[config.mk]
export PLATFORM = sky130hd
export DESIGN_NAME = snoop_responder
export DESIGN_NICKNAME = d
export VERILOG_FILES = /design/src/rtl/snoop_responder.sv
export SDC_FILE = /design/constraint.sdc
export NUM_CORES = 1
export LEC_CHECK = 0
export ABC_AREA = 1
export CORE_MARGIN = 2
export CORE_UTILIZATION = 55
export DETAILED_ROUTE_END_ITERATION = 8
export DONT_BUFFER_PORTS = 1
export PLACE_DENSITY = 0.85
export SYNTH_ARGS = -nofsm -noshare
export SYNTH_HDL_FRONTEND = slang
export SYNTH_SLANG_ARGS = --single-unit
[constraint.sdc]
create_clock -name clock -period 1.6 [get_ports clock]
set_input_delay 0.32 -clock clock [delete_from_list [all_inputs] [get_ports clock]]
set_output_delay 0.32 -clock clock [all_outputs]
set_load 0.005 [all_outputs]
[src/rtl/snoop_responder.sv]
// snoop_responder: bus-side MESI snoop controller for one node's two-line
// direct-mapped cache. Looks up snooped tags, flushes Modified data to memory,
// and downgrades or invalidates the line.
module snoop_responder (
  input  logic        clock,
  input  logic        clear,
  input  logic        bus_valid,
  input  logic [4:0]  bus_in,
  output logic [4:0]  bus_out,
  output logic        snp_busy,
  output logic        snp_done,
  output logic        snp_hit,
  output logic        snp_err,
  output logic        mem_we,
  output logic [2:0]  mem_tag,
  output logic [2:0]  mem_data,
  input  logic        mem_ack,
  input  logic        loc_we,
  input  logic        loc_idx,
  input  logic [7:0]  loc_line,
  output logic        loc_ack,
  output logic [15:0] lines_out
);

  localparam int unsigned ST_W   = 2;
  localparam int unsigned TAG_W  = 3;
  localparam int unsigned DATA_W = 3;
  localparam int unsigned OP_W   = 2;
  localparam int unsigned BUS_W  = 5;

  localparam logic [ST_W-1:0] MESI_I = 2'b00;
  localparam logic [ST_W-1:0] MESI_S = 2'b01;
  localparam logic [ST_W-1:0] MESI_E = 2'b10;
  localparam logic [ST_W-1:0] MESI_M = 2'b11;

  localparam logic [OP_W-1:0] OP_NONE = 2'b00;
  localparam logic [OP_W-1:0] OP_RD   = 2'b01;
  localparam logic [OP_W-1:0] OP_WR   = 2'b10;
  localparam logic [OP_W-1:0] OP_INV  = 2'b11;

  typedef struct packed {
    logic [ST_W-1:0]   st;
    logic [TAG_W-1:0]  tag;
    logic [DATA_W-1:0] data;
  } line_t;

  typedef enum logic [1:0] {IDLE, LOOKUP, FLUSH, DONE} state_t;

  state_t            state_q, state_d;
  line_t [1:0]       lines_q, lines_d;
  logic [OP_W-1:0]   op_q, op_d;
  logic [TAG_W-1:0]  tag_q, tag_d;
  logic              hit_q, hit_d;
  logic              err_q, err_d;
  logic [ST_W-1:0]   nst_q, nst_d;
  logic [BUS_W-1:0]  bus_out_d;
  logic              snp_done_d, snp_hit_d, snp_err_d;
  logic              mem_we_d;
  logic [TAG_W-1:0]  mem_tag_d;
  logic [DATA_W-1:0] mem_data_d;

  line_t cur_line;
  logic  hit_c, flush_c, capture_c;

  // Lookup of the latched tag against its indexed line
  always_comb begin
    cur_line  = lines_q[tag_q[0]];
    hit_c     = (cur_line.tag == tag_q) && (cur_line.st != MESI_I);
    flush_c   = hit_c && (cur_line.st == MESI_M) && ((op_q == OP_RD) || (op_q == OP_WR));
    capture_c = bus_valid && (bus_in[4:3] != OP_NONE);
  end

  assign snp_busy  = (state_q != IDLE);
  assign loc_ack   = loc_we && (state_q == IDLE);
  assign lines_out = lines_q;

  // State register
  always_ff @(posedge clock or negedge clear) begin
    if (!clear) state_q <= IDLE;
    else        state_q <= state_d;
  end

  // Next-state logic
  always_comb begin
    state_d = state_q;
    case (state_q)
      IDLE:    if (capture_c) state_d = LOOKUP;
      LOOKUP:  state_d = flush_c ? FLUSH : DONE;
      FLUSH:   if (mem_ack) state_d = DONE;
      DONE:    state_d = IDLE;
      default: state_d = IDLE;
    endcase
  end

  // Next values of the registered outputs, array and transaction context
  always_comb begin
    lines_d    = lines_q;
    op_d       = op_q;
    tag_d      = tag_q;
    hit_d      = hit_q;
    err_d      = err_q;
    nst_d      = nst_q;
    bus_out_d  = bus_out;
    mem_we_d   = mem_we;
    mem_tag_d  = mem_tag;
    mem_data_d = mem_data;
    snp_done_d = 1'b0;
    snp_hit_d  = 1'b0;
    snp_err_d  = 1'b0;
    case (state_q)
      IDLE: begin
        if (loc_we) lines_d[loc_idx] = line_t'(loc_line);
        if (capture_c) begin
          op_d  = bus_in[4:3];
          tag_d = bus_in[2:0];
        end
      end
      LOOKUP: begin
        hit_d = hit_c;
        err_d = 1'b0;
        nst_d = cur_line.st;
        if (hit_c) begin
          case (op_q)
            OP_RD:   nst_d = MESI_S;
            OP_WR:   nst_d = MESI_I;
            OP_INV: begin
              if (cur_line.st == MESI_S) nst_d = MESI_I;
              else err_d = (cur_line.st == MESI_E) || (cur_line.st == MESI_M);
            end
            default: nst_d = cur_line.st;
          endcase
        end
        bus_out_d  = {hit_c, flush_c, flush_c ? cur_line.data : DATA_W'(0)};
        mem_we_d   = flush_c;
        mem_tag_d  = flush_c ? cur_line.tag  : TAG_W'(0);
        mem_data_d = flush_c ? cur_line.data : DATA_W'(0);
      end
      FLUSH: begin
        if (mem_ack) begin
          mem_we_d   = 1'b0;
          mem_tag_d  = TAG_W'(0);
          mem_data_d = DATA_W'(0);
        end
      end
      DONE: begin
        if (hit_q) lines_d[tag_q[0]].st = nst_q;
        snp_done_d = 1'b1;
        snp_hit_d  = hit_q;
        snp_err_d  = err_q;
        bus_out_d  = BUS_W'(0);
      end
      default: ;
    endcase
  end

  // Datapath and output registers; reset aborts any transaction in flight
  always_ff @(posedge clock or negedge clear) begin
    if (!clear) begin
      lines_q  <= '0;
      op_q     <= OP_NONE;
      tag_q    <= '0;
      hit_q    <= 1'b0;
      err_q    <= 1'b0;
      nst_q    <= MESI_I;
      bus_out  <= '0;
      mem_we   <= 1'b0;
      mem_tag  <= '0;
      mem_data <= '0;
      snp_done <= 1'b0;
      snp_hit  <= 1'b0;
      snp_err  <= 1'b0;
    end else begin
      lines_q  <= lines_d;
      op_q     <= op_d;
      tag_q    <= tag_d;
      hit_q    <= hit_d;
      err_q    <= err_d;
      nst_q    <= nst_d;
      bus_out  <= bus_out_d;
      mem_we   <= mem_we_d;
      mem_tag  <= mem_tag_d;
      mem_data <= mem_data_d;
      snp_done <= snp_done_d;
      snp_hit  <= snp_hit_d;
      snp_err  <= snp_err_d;
    end
  end

endmodule

==> results of run 1 <==
state kept, by name, indices dropped and copies added, names as in the netlist:
name and flops:
hit_q 1, snp_err 1, state_q 2, mem_data 3
tag_q 3, op_q 2, bus_out 5, snp_done 1
nst_q 2, snp_hit 1, mem_we 1, err_q 1
mem_tag 3, lines_out 16
kinds of logic (layout without fill, tap and decap cells):
group,count (synthesis),in the layout
AO/OA/AOI/OAI,33,33
AND/OR/NAND/NOR,138,138
multiplexers,2,2
buffers and inverters,42,64
flip-flops,42,42
adder cells (fa/ha/maj),6,6
metrics by stage:
stage | setup TNS (ns) | cells | power, uW | setup WS, ns | cell area [um2]
2_1_floorplan | 0 | 263 | 2832 | 0.003747 | 2091
3_3_place_gp | 0 | 315 | 3212 | 0.05035 | 2185
3_5_place_dp | -0.006389 | 315 | 3279 | -0.005675 | 2185
4_1_cts | 0 | 325 | 4036 | 0.01015 | 2315
5_1_grt | -0.09676 | 333 | 4674 | -0.02170 | 2429
6_report | 0 | 333 | 4318 | 0.01572 | 2429
final cells by class:
type / count / area, um2 / share of cell area (%)
Timing Repair Buffer: 20 / 172.7 / 7.110
Clock buffer: 6 / 82.58 / 3.400
Multi-Input combinational cell: 179 / 908.4 / 37.40
Sequential cell: 42 / 1052 / 43.33
Tap cell: 48 / 60.06 / 2.473
Clock inverter: 2 / 12.51 / 0.5152
Inverter: 36 / 140.1 / 5.770
routing by layer:
metal  track usage, %  vias to the layer above  wire length (um)
met4            8.854                        0               104
met3            6.507                       13               329
met5                0                        -                 0
met1            27.75                      824              1826
met2            36.87                       71              2276
li1                 -                      863                 -
layout by cell type (no fill, tap or decap), drive strengths merged:
| cell | synthesis | routed |
|---|---|---|
| nand2 | 105 | 105 |
| nand3 | 18 | 18 |
| buf | 3 | 19 |
| dfrtp | 42 | 42 |
| nand4 | 1 | 1 |
| clkinv | 0 | 2 |
| nor2 | 14 | 14 |
| a21oi | 6 | 6 |
| o22ai | 4 | 4 |
| dlygate4sd3 | 0 | 1 |
| clkinvlp | 0 | 1 |
| clkbuf | 3 | 6 |
| ha | 6 | 6 |
| o21ai | 23 | 23 |
| mux2 | 2 | 2 |
| inv | 36 | 35 |
worst max-delay path: stages (launching register included):
cell     delay, ns
dfrtp_1       0.45
inv_2         0.09
ha_4          0.17
nand2_1       0.09
inv_2         0.05
buf_4         0.13
power groups by stage:
stage               sequential (uW)  combinational (uW)  clock [uW]
floorplan                      1610                1220           0
global placement               1680                1530           0
detailed placement             1700                1580           0
CTS                            1680                1640         718
global route                   1750                2160         771
finish                         1690                1910         716
path summary, 6_finish.rpt:
check | slack [ns] | from | endpoint | cells past startpoint
setup / recovery | 0.02 | state_q[1]$_DFFE_PN0P_ | loc_ack | 5
hold / removal | 0.18 | loc_line[5] | lines_out[5]$_DFFE_PN0P_ | 2
setup reg to reg | 0.06 | state_q[1]$_DFFE_PN0P_ | lines_out[14]$_DFFE_PN0P_ | 7
hold reg to reg | 0.51 | nst_q[1]$_DFFE_PN0P_ | nst_q[1]$_DFFE_PN0P_ | 2
max in group asynchronous | 0.92 | clear | tag_q[0]$_DFFE_PN0P_ | 2
min in group asynchronous | 0.46 | clear | snp_hit$_DFF_PN0_ | 2
what timing repair did:
| action | 4_1_cts | 5_1_grt |
|---|---|---|
| hold buffers | 2 | 0 |
| endpoints found under the hold margin | 42 | 0 |
| endpoints found under the setup margin | 3 | 31 |
| pin swaps | 0 | 6 |
| cloned | 0 | 0 |
| resized for setup | 4 | 17 |
| buffers inserted | 0 | 8 |
==> results by group, run 1 <==
Synthesis
  – Warnings, synthesis: 0
  – Area fraction in compound gates after synthesis: 8.508%
  – EDFF count, synth: 0
  – Flops & latches, synth: 42
  – Cell count after synthesis: between 200 and 300
  – Fraction of registers with async set/reset: 100.0%
  – Synth Area in Adders: 3.595%
  – Synthesized Nets: 288
  – Synth top area share: between 50 and 60%
  – Synth area leader: dfrtp_1
  – Synthesized area: approximately 2100 um2
  – Largest family of logic cells by synthesized area: simple AND/OR/NAND/NOR gates
  – Synth top area cells: dfrtp_1 50%, nand2_1 18%, inv_1 6.1%, o21ai_0 5.3%, nand3_1 4.1%
  – Yosys cell types: 21
  – Multiplexer area fraction after synthesis: 1.078%
  – Sequential-to-total area share from yosys stat: 50.33%
  – Most frequent cell after synthesis: nand2_1
  – Post-Synth Simple-Gate Area: roughly 28%
  – Post-Syn Area per Cell: slightly below 8 um2
  – Xor/xnor cell area share of the yosys netlist: 0%
  – Top post-synthesis cells by count: 100 x nand2_1, 42 x dfrtp_1, 34 x inv_1, 22 x o21ai_0, 17 x nand3_1
  – Top FF cell, synth: dfrtp_1

Place
  – HPWL after DPL: 3285 um
  – Routability congestion estimate: 0.8484
  – IO buf count: 0

Cells and area
  – Layout Utilization: between 60% and 70%
  – N_diodes: 0
  – Filler cells: 279
  – Share of cells above drive strength 1: 19.65%
  – Synth-to-layout area growth: 16.30%
  – Final net count: 309

Power
  – Register share of total power: 39.2%
  – Clock share of power: 16.6%
  – Logic pwr share: 44.2%
  – Max IR drop VDD: just over 900 uV
  – NetSw: 1826 uW
  – PD cells: 1778 nW/um2
  – Pleak: 0.001301 uW
  – Switching Share: 42.29%
  – Int Pwr: 2492 uW

Setup path
  – Maximum fanout along the worst path: 3
  – Critical Path RT: 1.28 ns
  – Crit end category: primary output
  – Critical path data arrival time: 1.26 ns
  – Startpoint class of the critical path: flop
  – Setup Crit Path Kind: flop to primary output

Timing
  – # setup viols final: 0
  – Clock skew: 0.007810 ns
  – Worst-margin pin slew: 0.3234 ns
  – RSZ-0062 raised after global routing: true
  – Fin crit share: approximately 99%
  – Final min period: 1.584 ns
  – Final hold slack: about 0.18 ns
  – Final Hold Fails: 0
  – Slew headroom: between 70 and 80%
  – Max-slew violations: 0
  – Fmax: 631.2 MHz

Global route
  – Remaining global-route overflow: 0
  – Tot GR Track Use: 22.45%
  – Largest net degree at the start of global routing: 43
  – Number of global-route vias before repair: 1608
  – First-pass GRT wire length: 7293 um
  – Initial antenna violation count: 0

Clocking
  – CTS tree: done
  – TritonCTS Buffers: 5
  – # H-tree levels: 2
  – Clk slew on worst S/H paths: about 0.08 ns
  – Clock Tree Buf Depth: 2
  – Worst-Skew Late Latency: 0.30 ns
  – Clk root buf: clkbuf_8
  – CTS sink cnt: 42

Floorplanning
  – Row count: 22
  – Initial core utilization: 57.04%
  – Core area: 3661 um2
  – DIE AREA: between 4000 and 5000 um2
  – Die width: 65.62 um
  – # IOs: 52
  – Die Height: 65.62 um

Outcome
  – Outcome: complete, no violations

Detailed routing
  – DRT iter0 DRCs: 104
  – Routed wire length: 4536 um
  – ANT nets after route: 0
  – Vias: 1771
  – WL per Instance: 13.62 um
  – DRC Markers: 0
  – TritonRoute pass-1 iters: 4
  – Vias per inst: 5.318

Run
  – Maxcap violations: 0

Min path
  – Hold Crit Class: primary input to flop
(Power assumes the default switching activity.)
==> run 2: changes to the inputs <==
- TNS_END_PERCENT: unset -> 10
==> run 2 against run 1 <==
Compared with the run above: the flow now finishes with violations (negative setup slack); combinational power is 9% lower; global-route usage is the same; clock power down 1%; non-clock buffer count down 4; critical path depth did not move; count of clock-buffer cells in the layout stayed put; setup slack got worse by 0.018 ns; cell count down 1.2%; sequential share of layout area grew 1.2 points; first-iteration DRC count grew 1.9%; critical endpoint unchanged.
==> results by group, run 2 (same netlist as run 1, synthesis figures left out) <==
Outcome
  – Outcome: finished, violations left
  – Violated checks: negative setup slack

Setup path
  – Setup Crit Path Kind: flop to primary output
  – R2R Path End: lines_out[14]$_DFFE_PN0P_
  – CP top delay family: flip-flops
  – Cell Chain, Critical Path: inv_2 -> ha_2 -> nand2_1 -> inv_1 -> buf_4
  – CP Buf/Inv Count: 3
  – Crit end category: primary output
  – Critical Path RT: 1.28 ns
  – Worst r2r src: state_q[1]$_DFFE_PN0P_
  – Critical path data arrival time: 1.28 ns
  – Startpoint class of the critical path: flop
  – Reg-to-reg setup timing slack: ~0.05 ns
  – R2R depth: 7
  – Maximum fanout along the worst path: 4
  – Slowest Stage Delay on Critical Path: 0.42 ns
  – Crit-path slowest cell: dfrtp_1

Floorplanning
  – Die Height: 65.62 um
  – # IOs: 52
  – DIE AREA: approximately 4300 um2
  – Core area: 3661 um2
  – Initial core utilization: between 50% and 60%
  – Row count: 22
  – Die width: 65.62 um

Timing
  – RSZ-0062 raised after global routing: true
  – Fin crit share: 100.2%
  – Setup WS post-layout: -0.002759 ns
  – Final min period: 1.603 ns
  – Clock skew: 0.008351 ns
  – # setup viols final: 1
  – Fmax: 623.9 MHz
  – Final Hold Fails: 0
  – Max-slew violations: 0
  – Worst-margin pin slew: about 0.36 ns
  – Slew headroom: between 70 and 80%

Global route
  – Tot GR Track Use: between 20 and 25%
  – Number of global-route vias before repair: ~1600
  – Remaining global-route overflow: 0
  – First-pass GRT wire length: 7293 um
  – Initial antenna violation count: 0
  – Largest net degree at the start of global routing: 43

Detailed routing
  – Vias per inst: ~5.3
  – DRT iter0 DRCs: 106
  – DRC Markers: 0
  – TritonRoute pass-1 iters: 4
  – ANT nets after route: 0
  – Routed wire length: around 4400 um
  – WL per Instance: between 10 and 15 um
  – Vias: 1729

Cells and area
  – Layout Utilization: roughly 65%
  – N_diodes: 0
  – Synth-to-layout area growth: 13.18%
  – Max FFs per register: 16
  – Commonest cells after routing, fill and taps aside: 99 x nand2_1, 41 x dfrtp_1, 33 x inv_1
  – Most common cell after layout, fill and taps aside: nand2_1
  – Final net count: 305
  – Share of cells above drive strength 1: between 15 and 20%

Clocking
  – Worst-Skew Late Latency: roughly 0.3 ns
  – Clock Tree Buf Depth: 2
  – CTS tree: done
  – CTS sink cnt: 42
  – Clk slew on worst S/H paths: 0.08 ns
  – Clk root buf: clkbuf_8
  – TritonCTS Buffers: 5
  – # H-tree levels: 2

Place
  – IO buf count: 0
  – HPWL after DPL: 3285 um
  – Routability congestion estimate: 0.8484

Run
  – Maxcap violations: 0

Min path
  – HP Start: loc_line[5]
  – Hold EP: lines_out[5]$_DFFE_PN0P_
  – Hold Crit Class: primary input to flop
  – Hold depth: 2

Power
  – Pleak: 0.001277 uW
  – Max IR drop VDD: slightly below 900 uV
  – Total Power: between 4000 and 5000 uW
  – PD cells: around 1700 nW/um2
-- run 2: cell types whose count changed in the layout (fill, tap and decap cells not counted), sizes merged --
cell	previous run	this run
buf	19	15
-- run 2: worst reg2reg max path, stage by stage (launching register included) --
cell and delay, ns:
dfrtp_1 0.42, inv_2 0.10, ha_2 0.19, nand2_1 0.06, o21ai_0 0.07, o21ai_1 0.12
nor2_2 0.15, mux2_2 0.34
-- run 2: power breakdown --
part           total [uW]  switching, uW  internal, uW
sequential           1680            307          1370
clock                 708            362           347
combinational        1740           1060           680
-- run 2: layer usage --
| layer | vias to the layer above | share of wire, % | GRT usage (%) | wire length, um |
|---|---|---|---|---|
| met5 | - | 0 | 0 | 0 |
| met4 | 0 | 2.2 | 8.854 | 94 |
| met3 | 10 | 7.8 | 6.507 | 341 |
| met2 | 68 | 50 | 36.87 | 2166 |
| met1 | 793 | 40 | 27.75 | 1749 |
| li1 | 858 | - | - | - |
-- run 2: final cells by class --
cell class,instances,area [um2]
inverters,36,140.1
flip-flops and latches,42,1052
well taps,48,60.06
fillers,291,1297
clock inverters,2,12.51
multi-input cells,179,877.1
repair buffers,16,138.9
clock buffers,6,82.58
-- run 2: repair_timing --
action | 4_1_cts | 5_1_grt
gates resized for setup | 3 | 8
endpoints found under the setup margin | 3 | 31
endpoints found under the hold margin | 42 | 0
setup buffers | 0 | 4
hold buffers | 2 | 0
pin swaps | 0 | 4
-- run 2: per-stage QoR --
stage	TNS [ns]	setup slack (ns)	hold slack (ns)	instances	cell area (um2)
floorplan	0	0.003747	0.02441	263	2091
global placement	0	0.05035	0.02554	315	2185
detailed placement	-0.006389	-0.005675	0.02537	315	2185
CTS	-0.001434	-0.001434	0.1792	325	2315
global route	-0.6612	-0.07607	0.1831	329	2364
finish	-0.002759	-0.002759	0.1799	329	2364
-- run 2: worst max-delay path by stage --
stage	from	end	slack (ns)	cells past startpoint
after CTS	state_q[1]$_DFFE_PN0P_	loc_ack	-0.001	5
after floorplan	state_q[0]$_DFFE_PN0P_	lines_out[14]$_DFFE_PN0P_	0.004	7
after detailed placement	state_q[1]$_DFFE_PN0P_	lines_out[14]$_DFFE_PN0P_	-0.006	7
after global routing	state_q[0]$_DFFE_PN0P_	lines_out[11]$_DFFE_PN0P_	-0.08	5
after global placement	tag_q[0]$_DFFE_PN0P_	mem_tag[0]$_DFFE_PN0P_	0.05	9
final	state_q[1]$_DFFE_PN0P_	loc_ack	-0.003	5
==> run 3: changes to the inputs <==
- SLEW_MARGIN: unset -> 10
==> results of run 3 <==
No change in the layout: final DEF, timing and power equal those of run 2.
